--- config.mk ---
export PLATFORM = sky130hd
export DESIGN_NAME = bcd_addsub_serial
export DESIGN_NICKNAME = d
export VERILOG_FILES = /design/src/rtl/bcd_addsub_serial.sv
export SDC_FILE = /design/constraint.sdc
export NUM_CORES = 1
export LEC_CHECK = 0
export BUFFER_PORTS_ARGS = -buffer_cell sky130_fd_sc_hd__buf_2
export CAP_MARGIN = 20
export CORE_AREA = 2 2 101 103
export CTS_BUF_LIST = sky130_fd_sc_hd__clkbuf_8 sky130_fd_sc_hd__clkbuf_16
export CTS_CLUSTER_SIZE = 10
export DETAILED_ROUTE_END_ITERATION = 10
export DIE_AREA = 0 0 103 105
export GPL_TIMING_DRIVEN = 0
export SYNTH_ARGS = -nofsm -noshare
export SYNTH_HDL_FRONTEND = slang
export SYNTH_SLANG_ARGS = --single-unit
--- constraint.sdc ---
create_clock -name clk -period 2.5 [get_ports clk]
set_input_delay 0.375 -clock clk [delete_from_list [all_inputs] [get_ports clk]]
set_output_delay 0.375 -clock clk [all_outputs]
set_load 0.03 [all_outputs]
--- src/rtl/bcd_addsub_serial.sv ---
// bcd_addsub_serial: digit-serial BCD adder/subtractor with valid/ready operand and result handshakes
module bcd_addsub_serial #(
  parameter int DIGITS = 4
) (
  input  logic                clk,
  input  logic                rst,
  input  logic                in_valid,
  output logic                in_ready,
  input  logic [4*DIGITS-1:0] a,
  input  logic [4*DIGITS-1:0] b,
  input  logic                cin,
  input  logic                sub,
  output logic                out_valid,
  input  logic                out_ready,
  output logic [4*DIGITS-1:0] sum,
  output logic                cout,
  output logic                err
);
  localparam int W = 4 * DIGITS;
  localparam int KW = $clog2(DIGITS + 1);
  typedef enum logic [1:0] {IDLE, RUN, DONE} state_t;
  state_t state_q, state_d;
  logic [KW-1:0] k_q, k_d;
  logic [W-1:0] a_q, a_d, b_q, b_d, res_q, res_d, sum_q, sum_d, oa, ob;
  logic c_q, c_d, sub_q, sub_d, err_q, err_d, cout_q, cout_d, eo_q, eo_d, bad, last;
  logic [3:0] bk, rk;
  logic [4:0] d;
  assign in_ready = state_q == IDLE && !rst;
  assign out_valid = state_q == DONE;
  assign sum = sum_q;
  assign cout = cout_q;
  assign err = eo_q;
  always_comb begin
    oa = a;
    ob = b;
    bad = 1'b0;
    for (int i = 0; i < DIGITS; i++) begin
      bad = bad | (oa[3:0] > 4'd9) | (ob[3:0] > 4'd9);
      oa = oa >> 4;
      ob = ob >> 4;
    end
  end
  always_comb begin
    bk = sub_q ? 4'd9 - b_q[3:0] : b_q[3:0];
    d = {1'b0, a_q[3:0]} + {1'b0, bk} + {4'd0, c_q};
    rk = d > 5'd9 ? d[3:0] + 4'd6 : d[3:0];
    last = k_q == KW'(DIGITS - 1);
    state_d = state_q;
    k_d = k_q;
    a_d = a_q;
    b_d = b_q;
    res_d = res_q;
    sum_d = sum_q;
    c_d = c_q;
    sub_d = sub_q;
    err_d = err_q;
    cout_d = cout_q;
    eo_d = eo_q;
    if (state_q == IDLE && in_valid) begin
      a_d = a;
      b_d = b;
      c_d = cin;
      sub_d = sub;
      err_d = bad;
      k_d = '0;
      res_d = '0;
      state_d = RUN;
    end else if (state_q == RUN) begin
      a_d = a_q >> 4;
      b_d = b_q >> 4;
      c_d = d > 5'd9;
      res_d = (res_q >> 4) | (W'(rk) << (W - 4));
      k_d = k_q + 1'b1;
      state_d = last ? DONE : RUN;
      sum_d = last ? res_d : sum_q;
      cout_d = last ? c_d : cout_q;
      eo_d = last ? err_q : eo_q;
    end else if (state_q == DONE && out_ready) begin
      state_d = IDLE;
    end
  end
  always_ff @(posedge clk) begin
    if (rst) begin
      state_q <= IDLE;
      k_q <= '0;
      a_q <= '0;
      b_q <= '0;
      res_q <= '0;
      sum_q <= '0;
      c_q <= 1'b0;
      sub_q <= 1'b0;
      err_q <= 1'b0;
      cout_q <= 1'b0;
      eo_q <= 1'b0;
    end else begin
      state_q <= state_d;
      k_q <= k_d;
      a_q <= a_d;
      b_q <= b_d;
      res_q <= res_d;
      sum_q <= sum_d;
      c_q <= c_d;
      sub_q <= sub_d;
      err_q <= err_d;
      cout_q <= cout_d;
      eo_q <= eo_d;
    end
  end
endmodule
==> impl_results.md, run 1 <==
- Vias in the first global route: roughly 3000
- Setup_tns: -0.157 ns
- WP buf/inv: 2
- Tcrit/Tclk final: 102%
- Worst setup path start: b_q[0]
- Seq cells post-synth: 70
- Final design area excluding fillers: 4100 um2
- DIE AREA: about 11000 um2
- Top_reg_cell synth: dfxtp_1
- CP max FO: 4
- DR vias: approximately 3200
- Site Rows: 36
- Cells after synthesis: 423
- Max-cap violations: 0
- Htree depth: 3
- CP delay by family, top: compound AO/OA/AOI/OAI gates
- Utilization after layout: roughly 42%
- Skew-Pair Late Insertion Delay: 0.36 ns
- Clock Sinks: 70
- Post-synth cell types: between 40 and 50
- Residual DRC: 0
- Final worst setup slack: -0.0609 ns
- DP HPWL: 6420 um
- Flop pwr share: 44.6%
- Root Driver: clkbuf_8
- Gate power share: roughly a quarter
- Switching share of power: 29.7%
- Worst r2r src: b_q[0]
- Post-route insts no fill: between 600 and 700
- GRT Total Usage: around 17%
- Yosys warns: 0
- Worst Max-Slew Pin Slew: just over 0.6 ns
- Share of layout cells above drive strength 1: 23.4%
- Die width: around 100 um
- Peak Freq: between 300 and 400 MHz
- CTS max path bufs: 2
- Largest net degree at the start of global routing: 12
- Post-Place Cell Area: 3710 um2
- Area of the core: roughly 9600 um2
- Internal power: slightly below 2 mW
- Initial Utilization: about a third
- Status: finished, violations left
- First-pass GRT wire length: around 14000 um
- Worst path max stage delay: roughly 0.36 ns
- Unrepaired setup endpoints after global routing: true
- DR top layer: met4
- Crit path required time: ~2.7 ns
- Gpl congestion: about 0.8
- Share of the synthesized area in the top cell type: 43.0%
- Fraction of the yosys area taken by sequential cells: between 40% and 50%
- Post-synth EDFFs: 0
- Worst-path cell with the longest stage delay: dfxtp_4
- Max Transition Viols Final: 0
- PwrDens: between 600 and 700 nW/um2
- Clk slew on worst S/H paths: 0.07 ns
- Final hold violations: 0
- Nature of the critical path startpoint: register
- Crit path cell chain: xnor2_4 -> fa_2 -> inv_2 -> fa_2 -> xor2_2 -> inv_2 -> ha_4 -> a21o_1 -> o31a_2 -> o211ai_1 -> a21oi_1
- Leak: ~1.6 nW
- Synth top cells by count: a21oi_1 (84), dfxtp_1 (70), nand2_1 (51)
- Failing checks: setup timing
- DRT Wirelength: 8910 um
- Antenna Cells: 0
- Relative slew margins: between 50% and 60%
- Initial antenna violation count: 0
- CTS tree: built
- Port Buffers: 57
- Syn nets: 470
- Post-layout minimum cycle time: roughly 2.6 ns
- DR pass1 iterations: 4
- DRT iter0 DRCs: 115
- Asr flop ratio synth: 0%
- Die Y: 105 um
- Cell taking the most area after synthesis: dfxtp_1
- Crit end category: register
- Layout Nets: 551
- I/O pins: between 50 and 60
- Top-count cell post-synth: a21oi_1
- Met2 WL post-DR: 4230 um
- FILL cells: roughly 1100
- Hold path startpoint: sub
- Cells after DPL: slightly above 600
- Area growth, synth to finish: 25.6%
- Worst path arrival time: approximately 2.8 ns
- Met1 WL: ~3900 um
- DR WL/cell: around 14 um
- Tot Pwr: between 2 and 3 mW
- Max IR drop VDD: ~0.27 mV
- Setup Skew: between 0.009 and 0.01 ns
- Switching pwr: ~800 uW
- CTS Buf Count: 9
- Worst Hold Class: in -> reg
- Clock share of power: a little under a third
- Vias per cell: between 5 and 6
- # setup viols final: 6
- Final ANT Viol Nets: 0
- Cell Area, Synth: 3260 um2
- Met3 WL: about 520 um
- Avg Cell Area, Syn: 7.71 um2
- Crit Path Class: reg -> reg
- GR Overflow Total: 0
- Top cells by area, synth: dfxtp_1 (43%), a21oi_1 (13%), nand2_1 (5.9%)
==> sequential cells by signal (all words and copies together) (netlist names) <==
register and flops:
res_q 12, b_q 16, a_q 16, sum 16
c_q 1, sub_q 1, k_q 3, cout 1
err_q 1, state_q 2, err 1
==> tightest hold or removal path: cells and delay by family <==
family          cells  cell delay, ns
simple gates        1            0.05
compound gates      1            0.05
buf+inv             1            0.10
==> kinds of logic after synthesis <==
family          share of synthesized area, %
compound gates                          29.7
xor+xnor                                1.07
fa+ha+maj                               3.91
buf+inv                                 7.25
flops                                   43.0
simple gates                            15.1
==> final cells by class <==
class	instances	area (um2)	area share (%)
clock buffer	9	124	3.02
clock inverter	7	57.6	1.41
inverter	28	105	2.57
timing repair buffer	71	390	9.53
sequential	70	1410	34.5
multi-input combinational	293	1710	41.8
buffer	31	126	3.08
tap	133	166	4.06
==> power groups by stage <==
stage | logic [mW] | registers, mW | clock network (mW)
2_1_floorplan | 0.345 | 1.23 | 0
3_3_place_gp | 0.471 | 1.24 | 0
3_5_place_dp | 0.473 | 1.24 | 0
4_1_cts | 0.606 | 1.22 | 0.882
5_1_grt | 0.704 | 1.23 | 0.930
6_report | 0.644 | 1.22 | 0.870
==> per-layer routing <==
| metal | track usage [%] | vias to the layer above |
|---|---|---|
| met5 | 0 | - |
| met4 | 6.86 | 0 |
| met3 | 4.82 | 18 |
| met2 | 28.1 | 82 |
| met1 | 19.4 | 1488 |
| li1 | - | 1644 |
==> final timing paths <==
check | to | slack, ns | depth (start not counted)
setup / recovery | res_q[14] | -0.06 | 11
hold / removal | sub_q | 0.26 | 3
setup reg to reg | res_q[14] | -0.06 | 11
hold reg to reg | err | 0.45 | 2
==> per-stage QoR <==
stage	hold WS [ns]	worst slack [ns]
CTS	0.257	-0.105
finish	0.258	-0.0609
floorplan	0.428	0.0248
detailed placement	0.444	-0.369
global route	0.267	-0.137
global placement	0.443	-0.374
==> cells in the final DEF (no fill, tap or decap), drive strengths merged, types with 2 or more instances in the layout <==
| cell | Yosys | layout |
|---|---|---|
| nor2 | 30 | 30 |
| fa | 2 | 2 |
| a211oi | 8 | 8 |
| clkbuf | 22 | 31 |
| nor2b | 8 | 8 |
| nor3 | 5 | 5 |
| o31ai | 2 | 2 |
| dfxtp | 70 | 70 |
| nand2 | 51 | 51 |
| nand2b | 3 | 3 |
| o22ai | 22 | 22 |
| a21oi | 84 | 84 |
| o21ai | 35 | 35 |
| clkinv | 1 | 5 |
| o22a | 3 | 3 |
| o211ai | 2 | 2 |
| nand3b | 3 | 3 |
| nand4 | 3 | 3 |
| ha | 7 | 7 |
| inv | 27 | 29 |
| buf | 10 | 80 |
| a22oi | 3 | 3 |
| a21o | 3 | 3 |
| xnor2 | 3 | 3 |
| or2 | 3 | 3 |
==> repair_timing <==
action,in CTS,in global routing
endpoints found under the setup margin,8,8
gates resized for setup,26,3
setup buffers,12,2
hold buffers,0,0
pin swaps,12,6
(Power assumes the default switching activity.)
==> run 2, diff against run 1 <==
- CORE_AREA: 2 2 101 103 -> 2 2 92 94
- DIE_AREA: 0 0 103 105 -> 0 0 94 96
==> run 2 against run 1 <==
Sequential power hardly changed. Maximum frequency is 0.29% lower. Sequential cell count stayed put. Highest routed layer unchanged. Global-route usage is 4.4 points higher. Final cell count is 4.4% lower. Clock-buffer cell count is 1 higher. Combinational power is 7.8% higher. Non-clock buffer count stayed put. Register-to-register slack hardly changed. The run still ends with setup timing left. Critical path depth stayed put. Setup slack worse by 0.0075 ns.
==> impl_results.md, run 2 (synthesis gave the netlist of run 1 again) <==
- Crit end category: register (unchanged)
- Unrepaired setup endpoints after global routing: true (unchanged)
- Die width: 94 um (was 103 um)
- Commonest non-fill, non-tap cell in the layout: a21oi_1 (unchanged)
- Final hold violations: 0 (unchanged)
- Crit path cell chain: xnor2_4 -> fa_2 -> inv_2 -> fa_2 -> xor2_2 -> inv_2 -> ha_4 -> a21o_4 -> buf_6 -> or4_4 -> a31oi_1 (was xnor2_4 -> fa_2 -> inv_2 -> fa_2 -> xor2_2 -> inv_2 -> ha_4 -> a21o_1 -> o31a_2 -> o211ai_1 -> a21oi_1)
- Worst Hold Class: in -> reg (unchanged)
- Worst r2r path cells: 11 (unchanged)
- Final ANT Viol Nets: 0 (unchanged)
- Pre-CTS setup slack: -0.383 ns (was -0.369 ns)
- Utilization after layout: 50.8% (was 42.5%)
- DIE AREA: 9020 um2 (was 10800 um2)
- Tot Pwr: 2.74 mW (was 2.73 mW)
- Port Buffers: 57 (unchanged)
- Crit Path Class: reg -> reg (unchanged)
- DRT iter0 DRCs: 113 (was 115)
- DR pass1 iterations: 4 (unchanged)
- WP buf/inv: 3 (was 2)
- Final design area excluding fillers: 4090 um2 (was 4100 um2)
- Status: finished, violations left (unchanged)
- Worst path arrival time: 2.85 ns (was 2.80 ns)
- Die Y: 96 um (was 105 um)
- Min-Delay Endpoint: sub_q (unchanged)
- # setup viols final: 4 (was 6)
- Worst reg2reg endpoint: res_q[13] (was res_q[14])
- Initial Utilization: 40.5% (was 33.8%)
- GR Overflow Total: 0 (unchanged)
- Setup Skew: 0.00821 ns (was 0.00920 ns)
- CTS Buf Count: 9 (unchanged)
- Worst-path cell with the longest stage delay: or4_4 (was dfxtp_4)
- Initial antenna violation count: 0 (unchanged)
- Hold_ws: 0.261 ns (was 0.258 ns)
- Leak: 1.61 nW (was 1.62 nW)
- Htree depth: 3 (unchanged)
- Setup_tns: -0.163 ns (was -0.157 ns)
- Clk slew on worst S/H paths: 0.08 ns (was 0.07 ns)
- Post-route insts no fill: 614 (was 642)
- Residual DRC: 0 (unchanged)
- Crit path required time: 2.78 ns (was 2.74 ns)
- DRT Wirelength: 9110 um (was 8910 um)
- CTS tree: built (unchanged)
- Largest net degree at the start of global routing: 13 (was 12)
- Peak Freq: 389 MHz (was 390 MHz)
- CP delay by family, top: adder cells (was compound AO/OA/AOI/OAI gates)
- Area growth, synth to finish: 25.4% (was 25.6%)
- Tcrit/Tclk final: 103% (was 102%)
- CP max FO: 5 (was 4)
- Max IR drop VDD: 0.309 mV (was 0.273 mV)
- FILL cells: 834 (was 1050)
- Cells after DPL: 585 (was 613)
- Hold path startpoint: sub (unchanged)
- DR WL/cell: 14.8 um (was 13.9 um)
- Share of layout cells above drive strength 1: 24.4% (was 23.4%)
- Worst Max-Slew Pin Slew: 0.585 ns (was 0.622 ns)
- Hold_buf cts: 0 (unchanged)
- Skew-Pair Late Insertion Delay: 0.35 ns (was 0.36 ns)
- I/O pins: 58 (unchanged)
- Hold path cells: 3 (unchanged)
- GRT Total Usage: 21.1% (was 16.6%)
- Layout Nets: 551 (unchanged)
- Area of the core: 8050 um2 (was 9640 um2)
- Failing checks: setup timing (unchanged)
- Max-cap violations: 0 (unchanged)
- Relative slew margins: 61.0% (was 58.5%)
- Final worst setup slack: -0.0684 ns (was -0.0609 ns)
- DR vias: 3226 (was 3232)
- Worst r2r src: sub_q (was b_q[0])
- First-pass GRT wire length: 14800 um (was 14100 um)
- Gpl congestion: 0.820 (was 0.810)
- CTS max path bufs: 2 (unchanged)
- Nature of the critical path startpoint: register (unchanged)
- Max Transition Viols Final: 0 (unchanged)
- PwrDens: 670 nW/um2 (was 667 nW/um2)
- Post-layout minimum cycle time: 2.57 ns (was 2.56 ns)
- Antenna Cells: 0 (unchanged)
- Vias in the first global route: 3121 (was 3009)
- Clock Sinks: 70 (unchanged)
- Commonest non-fill, non-tap cells in the layout: a21oi_1 (81), dfxtp_1 (66), buf_2 (62) (unchanged)
- Post-Place Cell Area: 3680 um2 (was 3710 um2)
- Site Rows: 33 (was 36)
- Worst path max stage delay: 0.41 ns (was 0.36 ns)
- R2R setup slack: -0.07 ns (was -0.06 ns)
- Vias per cell: 5.25 (was 5.03)
- Root Driver: clkbuf_8 (unchanged)
- DP HPWL: 6450 um (was 6420 um)
run 2: tightest hold or removal path, stage by stage:
cell	delay (ns)
buf_2	0.10
nand2_1	0.05
a21oi_1	0.05
run 2: power by group:
group / leakage [nW] / switching (mW) / internal, mW
sequential: 0.575 / 0.0456 / 1.17
combinational: 0.947 / 0.356 / 0.339
clock: 0.0934 / 0.443 / 0.383
total: 1.61 / 0.844 / 1.90
run 2: how the worst max path moves through the flow:
stage                      start         to  slack [ns]  cells after the start
final                      sub_q  res_q[13]       -0.07                     11
after global routing      b_q[2]  res_q[13]       -0.19                     11
after CTS                  sub_q  res_q[14]       -0.11                     11
after detailed placement   sub_q  res_q[14]       -0.38                     11
after global placement     sub_q  res_q[14]       -0.36                     11
after floorplan            sub_q    sum[14]        0.02                     11
run 2: what timing repair did:
| item | in CTS | in global routing |
|---|---|---|
| cloned | 0 | 0 |
| setup endpoints to repair | 8 | 9 |
| resized for setup | 21 | 15 |
| pin swaps | 11 | 12 |
| setup buffers | 11 | 3 |
run 2: final cells by class:
cell class / instances / area [um2] / area share, %
repair buffers: 71 / 405 / 9.91
plain buffers: 31 / 128 / 3.12
inverters: 28 / 105 / 2.57
clock inverters: 6 / 38.8 / 0.949
well taps: 105 / 131 / 3.21
clock buffers: 10 / 138 / 3.37
multi-input cells: 293 / 1730 / 42.4
flip-flops and latches: 70 / 1410 / 34.5
run 2: routing by layer:
| metal | vias up | part of all wire, % | track usage, % |
|---|---|---|---|
| li1 | 1632 | - | - |
| met3 | 15 | 5.3 | 5.95 |
| met1 | 1501 | 44 | 24.3 |
| met4 | 0 | 2.1 | 7.97 |
| met2 | 78 | 48 | 37.1 |
| met5 | - | 0 | 0 |
